## src/rtl/load_writeback.sv

```systemverilog
// RV32I writeback stage: drives the register-file write port and the operand bypass,
// stalls the pipeline while a load waits for data memory, and flags load timeouts.
module load_writeback #(
  parameter int unsigned XLEN           = 32,
  parameter int unsigned SYS_REGS_WIDTH = 5,
  parameter int unsigned LOAD_TIMEOUT   = 255
) (
  input  logic                      clk,
  input  logic                      rst_n,
  input  logic                      ex_valid_in,
  input  logic                      ex_is_load_in,
  input  logic [SYS_REGS_WIDTH-1:0] ex_rd_addr_in,
  input  logic [XLEN-1:0]           ex_result_in,
  input  logic [2:0]                ex_funct3_in,
  input  logic [1:0]                ex_addr_lsb_in,
  input  logic                      mem_rvalid_in,
  input  logic [XLEN-1:0]           mem_rdata_in,
  output logic                      halt,
  output logic                      rf_we_out,
  output logic [SYS_REGS_WIDTH-1:0] rf_waddr_out,
  output logic [XLEN-1:0]           rf_wdata_out,
  output logic [SYS_REGS_WIDTH-1:0] bypass_rd_addr,
  output logic [XLEN-1:0]           bypass_rd_data,
  output logic                      load_err_out
);

  localparam int unsigned CNT_W = $clog2(LOAD_TIMEOUT + 1);

  typedef enum logic {IDLE, LOAD_WAIT} state_t;

  state_t                    state;
  logic [CNT_W-1:0]          wait_cnt;
  logic [SYS_REGS_WIDTH-1:0] ld_rd;
  logic [2:0]                ld_funct3;
  logic [1:0]                ld_lsb;
  logic [7:0]                byte_sel;
  logic [15:0]               half_sel;
  logic [XLEN-1:0]           load_data;
  logic                      timeout;

  // The last wait cycle is the one where the counter would reach LOAD_TIMEOUT.
  assign timeout = (wait_cnt == CNT_W'(LOAD_TIMEOUT - 1));

  // Size/sign extraction of the returned word for the latched load.
  always_comb begin
    byte_sel  = 8'(mem_rdata_in >> {ld_lsb, 3'b000});
    half_sel  = 16'(mem_rdata_in >> {ld_lsb[1], 4'b0000});
    load_data = mem_rdata_in;
    case (ld_funct3)
      3'b000:  load_data = {{(XLEN-8){byte_sel[7]}}, byte_sel};
      3'b001:  load_data = {{(XLEN-16){half_sel[15]}}, half_sel};
      3'b100:  load_data = {{(XLEN-8){1'b0}}, byte_sel};
      3'b101:  load_data = {{(XLEN-16){1'b0}}, half_sel};
      default: load_data = mem_rdata_in;
    endcase
  end

  always_ff @(posedge clk or negedge rst_n) begin
    if (!rst_n) begin
      state        <= IDLE;
      wait_cnt     <= '0;
      ld_rd        <= '0;
      ld_funct3    <= '0;
      ld_lsb       <= '0;
      halt         <= 1'b0;
      rf_we_out    <= 1'b0;
      rf_waddr_out <= '0;
      rf_wdata_out <= '0;
      load_err_out <= 1'b0;
    end else begin
      rf_we_out <= 1'b0;
      case (state)
        IDLE: begin
          if (ex_valid_in) begin
            if (ex_is_load_in) begin
              ld_rd     <= ex_rd_addr_in;
              ld_funct3 <= ex_funct3_in;
              ld_lsb    <= ex_addr_lsb_in;
              wait_cnt  <= '0;
              halt      <= 1'b1;
              state     <= LOAD_WAIT;
            end else begin
              rf_we_out    <= (ex_rd_addr_in != '0);
              rf_waddr_out <= ex_rd_addr_in;
              rf_wdata_out <= ex_result_in;
            end
          end
        end
        LOAD_WAIT: begin
          // Returning data takes priority over a coincident timeout.
          if (mem_rvalid_in) begin
            rf_we_out    <= (ld_rd != '0);
            rf_waddr_out <= ld_rd;
            rf_wdata_out <= load_data;
            halt         <= 1'b0;
            state        <= IDLE;
          end else if (timeout) begin
            rf_we_out    <= (ld_rd != '0);
            rf_waddr_out <= ld_rd;
            rf_wdata_out <= '0;
            load_err_out <= 1'b1;
            halt         <= 1'b0;
            state        <= IDLE;
          end else begin
            wait_cnt <= wait_cnt + CNT_W'(1);
          end
        end
      endcase
    end
  end

  assign bypass_rd_addr = rf_we_out ? rf_waddr_out : '0;
  assign bypass_rd_data = rf_we_out ? rf_wdata_out : '0;

endmodule

```

## config.mk

```make
export PLATFORM = sky130hd
export DESIGN_NAME = load_writeback
export DESIGN_NICKNAME = d
export VERILOG_FILES = /design/src/rtl/load_writeback.sv
export SDC_FILE = /design/constraint.sdc
export NUM_CORES = 1
export LEC_CHECK = 0
export ABC_AREA = 0
export BUFFER_PORTS_ARGS = -buffer_cell sky130_fd_sc_hd__buf_2
export CORE_MARGIN = 10
export CORE_UTILIZATION = 52
export CTS_CLUSTER_SIZE = 10
export DETAILED_ROUTE_END_ITERATION = 16
export GPL_ROUTABILITY_DRIVEN = 0
export GPL_TIMING_DRIVEN = 1
export PLACE_DENSITY_LB_ADDON = 0.2
export SLEW_MARGIN = 10
export SYNTH_ARGS = -nofsm -noshare
export SYNTH_HDL_FRONTEND = slang
export SYNTH_SLANG_ARGS = --single-unit
export TNS_END_PERCENT = 100
```

## constraint.sdc

```tcl
create_clock -name clk -period 3.2 [get_ports clk]
set_clock_uncertainty 0.05 [all_clocks]
set_input_delay 0.32 -clock clk [delete_from_list [all_inputs] [get_ports clk]]
set_output_delay 0.32 -clock clk [all_outputs]
set_load 0.02 [all_outputs]
```

* Word-level counts from Yosys, hierarchy flattened
Cells that the tools add are included. W data, S select, Z words.
Storage, ports and cells: output and inout bits 77, register bits after elaboration 59
Cells by class: muxes and demuxes 33, reduce and logical (&&, ||, !) cells 8, shift-type cells 2, add/sub/neg operators 1, equal/unequal tests 10, bitwise operators 2
Operators by type and width (count):
- $mux W32 | 5
- $pmux W32 S4 | 1
- $pmux W32 S2 | 1
- $mux W8 | 4
- $shr A32 B5 Y16 | 1
- $shr A32 B5 Y8 | 1
- $mux W5 | 5
- $pmux W8 S2 | 1
- $mux W1 | 12
- $reduce_and A3 Y1 | 4
- $ne A2 B2 Y1 const B | 5
- $pmux W5 S2 | 1
- $reduce_bool A5 Y1 | 2
- $add A8 B1 Y8 const B | 1
- $eq A8 B8 Y1 const B | 1
- $eq A3 B3 Y1 const B | 2
- $pmux W1 S2 | 3
- $reduce_and A4 Y1 | 1
- $eq A3 B1 Y1 const B | 1
- $logic_not A3 Y1 | 1
- $ne A3 B2 Y1 const B | 1
- $not A1 Y1 | 2

* Depth between registers and ports, before layout
word-level depth 4, depth in mapped cells 7

* Worst setup path after synthesis
Ideal clock, no wire load.
kind reg2reg, start point register state, end point register rf_wdata_out[13], setup time 0.126 ns, setup slack 1.386 ns, period minus slack after synthesis 1.814 ns, data arrival time 1.638 ns, path buffers 1, stages on the path, launching flop included 6, cell sequence dfrtp_1 > and2_1 > nor2_2 > buf_2 > mux2_2 > a221o_1
On the way: word-level cells in the longest chain between the ends 3
RTL lines:
- from (decl) | line 31 | state_t state;
- from (signal assigned) | line 60 | state <= IDLE;
- from (signal assigned) | line 81 | state <= LOAD_WAIT;
- from (signal assigned) | line 96 | state <= IDLE;
- $not A1 Y1 (no source line)
- $ne A2 B2 Y1 (no source line)
- $reduce_and A3 Y1 (no source line)
- to (signal assigned) | line 85 | rf_wdata_out <= ex_result_in;
- to (signal assigned) | line 94 | rf_wdata_out <= load_data;
- to (decl) | line 21 | output logic [XLEN-1:0] rf_wdata_out,
Parallel ways exist; a longest one is shown, timed or not. A chain may end at the register's enable or synchronous reset.

* Final worst setup path
start point register wait_cnt[0], end point register rf_wdata_out[7]
On the way: word-level cells in the longest chain between the ends 3
RTL lines:
- from (decl) | line 32 | logic [CNT_W-1:0] wait_cnt;
- from (signal assigned) | line 105 | wait_cnt <= wait_cnt + CNT_W'(1);
- $eq A8 B8 Y1 | line 42 | assign timeout = (wait_cnt == CNT_W'(LOAD_TIMEOUT - 1));
- $ne A3 B2 Y1 (no source line)
- $reduce_and A3 Y1 (no source line)
No other way between the ends.

==> impl_metrics.toml <==
[setup_path]
start_kind = "flip-flop"
path_cells = "inv_1 > ha_1 > and4_1 > a21oi_2 > nand2b_1 > o22ai_1"
crit_type = "flip-flop to flip-flop"
cp_num_buf_inv = 1
cpMaxStageDelayCell = "a21oi_2"
worst_ep_required_time_ps = 3400
worstPathArrival_ps = 2650
slowest_delay_ps = 660
cp_top_family = "compound AO/OA/AOI/OAI gates"
crit_path_end_kind = "flip-flop"
crit_fanout = 18

[sta]
hold_viol = 0
setup_viol = 0
setup_tns_ps = 0
post-route-period-util_pct = 76.6
setup_slack_ps = 750
tightest_slew_ps = 1050
min_period_ps = 2450
slew_viol_final = 0
fmax_ghz = 0.408
maxSlewHeadroom_pct = 30.3
rsz0062_at_grt = "false"

[power]
combPwrFrac_pct = 38.9
power_frac_seq_pct = 38.4
p_switching_w = 0.00114
p_leak_nw = 2.24
ir_drop_uv = 495
clkPwrFrac_pct = 22.7
power_density_nw_per_um2 = 620
swShare_pct = 39.4
internal_power_w = 0.00176

[logic_synthesis]
synthFlopType = "dfrtp_1"
synth_cell_types = 45
synthesis.nets = 483
synth_seq_cells = 59
synth_top_area_share_pct = 40.3
syn_inst = 402
synth_largest_area_cell = "dfrtp_1"
yosysMostFrequentCell = "dfrtp_1"
yosys-top-cells-count = "59 x dfrtp_1, 42 x nand2_1, 39 x and2_1, 28 x o21ai_0, 18 x nor2b_1"
yosysWarnings = 0
synth_enable_flop_cells = 0
ys_seq_area_share_pct = 40.3
synth_area_leaders = "dfrtp_1 40%, and2_1 6.7%, mux2_2 4.9%"
syn_area_per_cell_um2 = 9.10
synth_area_um2 = 3660
synthArstFlopShare_pct = 100

[status]
status = "complete, no violations"

[route]
drc_errors = 0
via_per_inst = 5.68
drt-total-wl_um = 12100
drtIter0Drc = 220
drt_pre_antenna_iters = 4
wl_per_cell_um = 18.8
vias = 3665
drt.antenna.violating_nets = 0

[worst_hold_path]
worstHoldPathType = "input port to asynchronous set/reset pin"

[die]
start_util_pct = 53.6
ios = 156
die_x_um = 104
rows = 30
dieArea_um2 = 10800
fp.dieH_um = 104
coreArea_um2 = 6830

[global_route]
antenna_found_initial = 0
grt.total_usage_pct = 21.5
grt_max_degree = 47
gr-total-overflow = 0
grt_pass1_wl_um = 19300
grt_pass1_vias = 3758

[layout]
drive_gt1_share_pct = 36.4
nets = 626
area_delta_synth_final_pct = 27.8
instances_no_fill = 645
antennaDiodeCount = 0
fillers = 588

[clocking]
numCtsBuffers = 9
cts_tree = "built"
worst_skew_pair.late_latency_ps = 330
post_cts_buffers = 0
cts.path.max_buffers = 2
clk_pin_slew_ps = 70
cts_resized = 0
cts_root_buffer = "clkbuf_8"
cts.sinks = 59
hold_buffers = 0
htree_levels = 3

[placement]
port_buffers = 155
dp_hpwl_um = 9320
pre_cts_ws_ps = 835
dpl.cell_count = 630

[job]
drv_cap = 0
-- path summary, 6_finish.rpt --
kind | end | startpoint | cells after the start | slack [ps]
worst max-delay path | rf_wdata_out[7] | wait_cnt[0] | 6 | 750
worst min-delay path | rf_wdata_out[21] | rst_n | 1 | 120
worst max register to register | rf_wdata_out[7] | wait_cnt[0] | 6 | 750
worst min register to register | halt | halt | 2 | 440
max in group asynchronous | rf_we_out | rst_n | 2 | 2190
min in group clk | ld_lsb[0] | ex_addr_lsb_in[0] | 3 | 140
-- layout make-up --
cell class              count  area [µm²]  share of cell area, %
clock inverters             1        5.00                  0.107
multi-input cells         300        2000                   42.8
clock buffers              14         193                   4.12
inverters                  12        45.0                  0.963
well taps                  96         120                   2.57
repair buffers            163         836                   17.9
flip-flops and latches     59        1480                   31.6
-- per-stage QoR --
step	instance area [µm²]	hold WS, ps	util [%]	total power, W
after floorplan	3660	-25.6	-	0.00183
after global routing	4680	144	68.4	0.00307
final	4680	121	68.4	0.00290
after detailed placement	4480	424	65.5	0.00226
after CTS	4680	130	68.4	0.00291
after global placement	4480	393	65.5	0.00223
-- kinds of logic (layout without fill, tap and decap cells) --
| family | after synthesis | after routing | synth area share (%) |
|---|---|---|---|
| AOI/OAI and AO/OA | 103 | 103 | 20.8 |
| xor gates and xnor gates | 3 | 3 | 0.718 |
| adders and majority gates | 2 | 2 | 0.684 |
| buffers and inverters | 43 | 190 | 4.99 |
| DFF | 59 | 59 | 40.3 |
| muxes | 25 | 25 | 7.52 |
| and+or+nand+nor | 167 | 167 | 25.0 |
-- placed cells by master, fill, tap and decap left out, drive strengths merged, types with 10 or more instances in the layout --
master  synthesis  routed
buf            15     163
dfrtp          59      59
nand2          42      42
and2           39      39
o21ai          29      29
nor2b          18      18
mux2           17      17
nor3           16      16
o221ai         16      16
nor2           15      15
clkbuf         16      14
a21oi          14      14
nor3b          12      12
inv            11      11
nand2b         10      10
a221oi         10      10
-- flip-flops by register name, indices dropped and copies added, names as in the netlist --
name / count
state: 1
rf_waddr_out: 5
rf_wdata_out: 32
wait_cnt: 8
halt: 1
ld_lsb: 2
ld_rd: 5
load_err_out: 1
ld_funct3: 3
rf_we_out: 1
-- routing by layer --
layer	up-vias	part of all wire (%)	routed length [µm]	track usage (%)
li1	1752	-	-	-
met1	1708	43	5160	26.6
met2	179	46	5570	33.6
met3	26	8.9	1080	7.19
met4	0	2.5	299	8.55
met5	-	0	0	0
-- power groups by stage --
stage / logic [W] / registers (W) / clock network (W)
after floorplan: 0.000627 / 0.00121 / 0
after global placement: 0.00111 / 0.00112 / 0
after detailed placement: 0.00113 / 0.00112 / 0
after CTS: 0.00114 / 0.00112 / 0.000661
after global routing: 0.00123 / 0.00115 / 0.000693
final: 0.00113 / 0.00111 / 0.000657
Note: power is estimated with default switching activity, not from simulation.
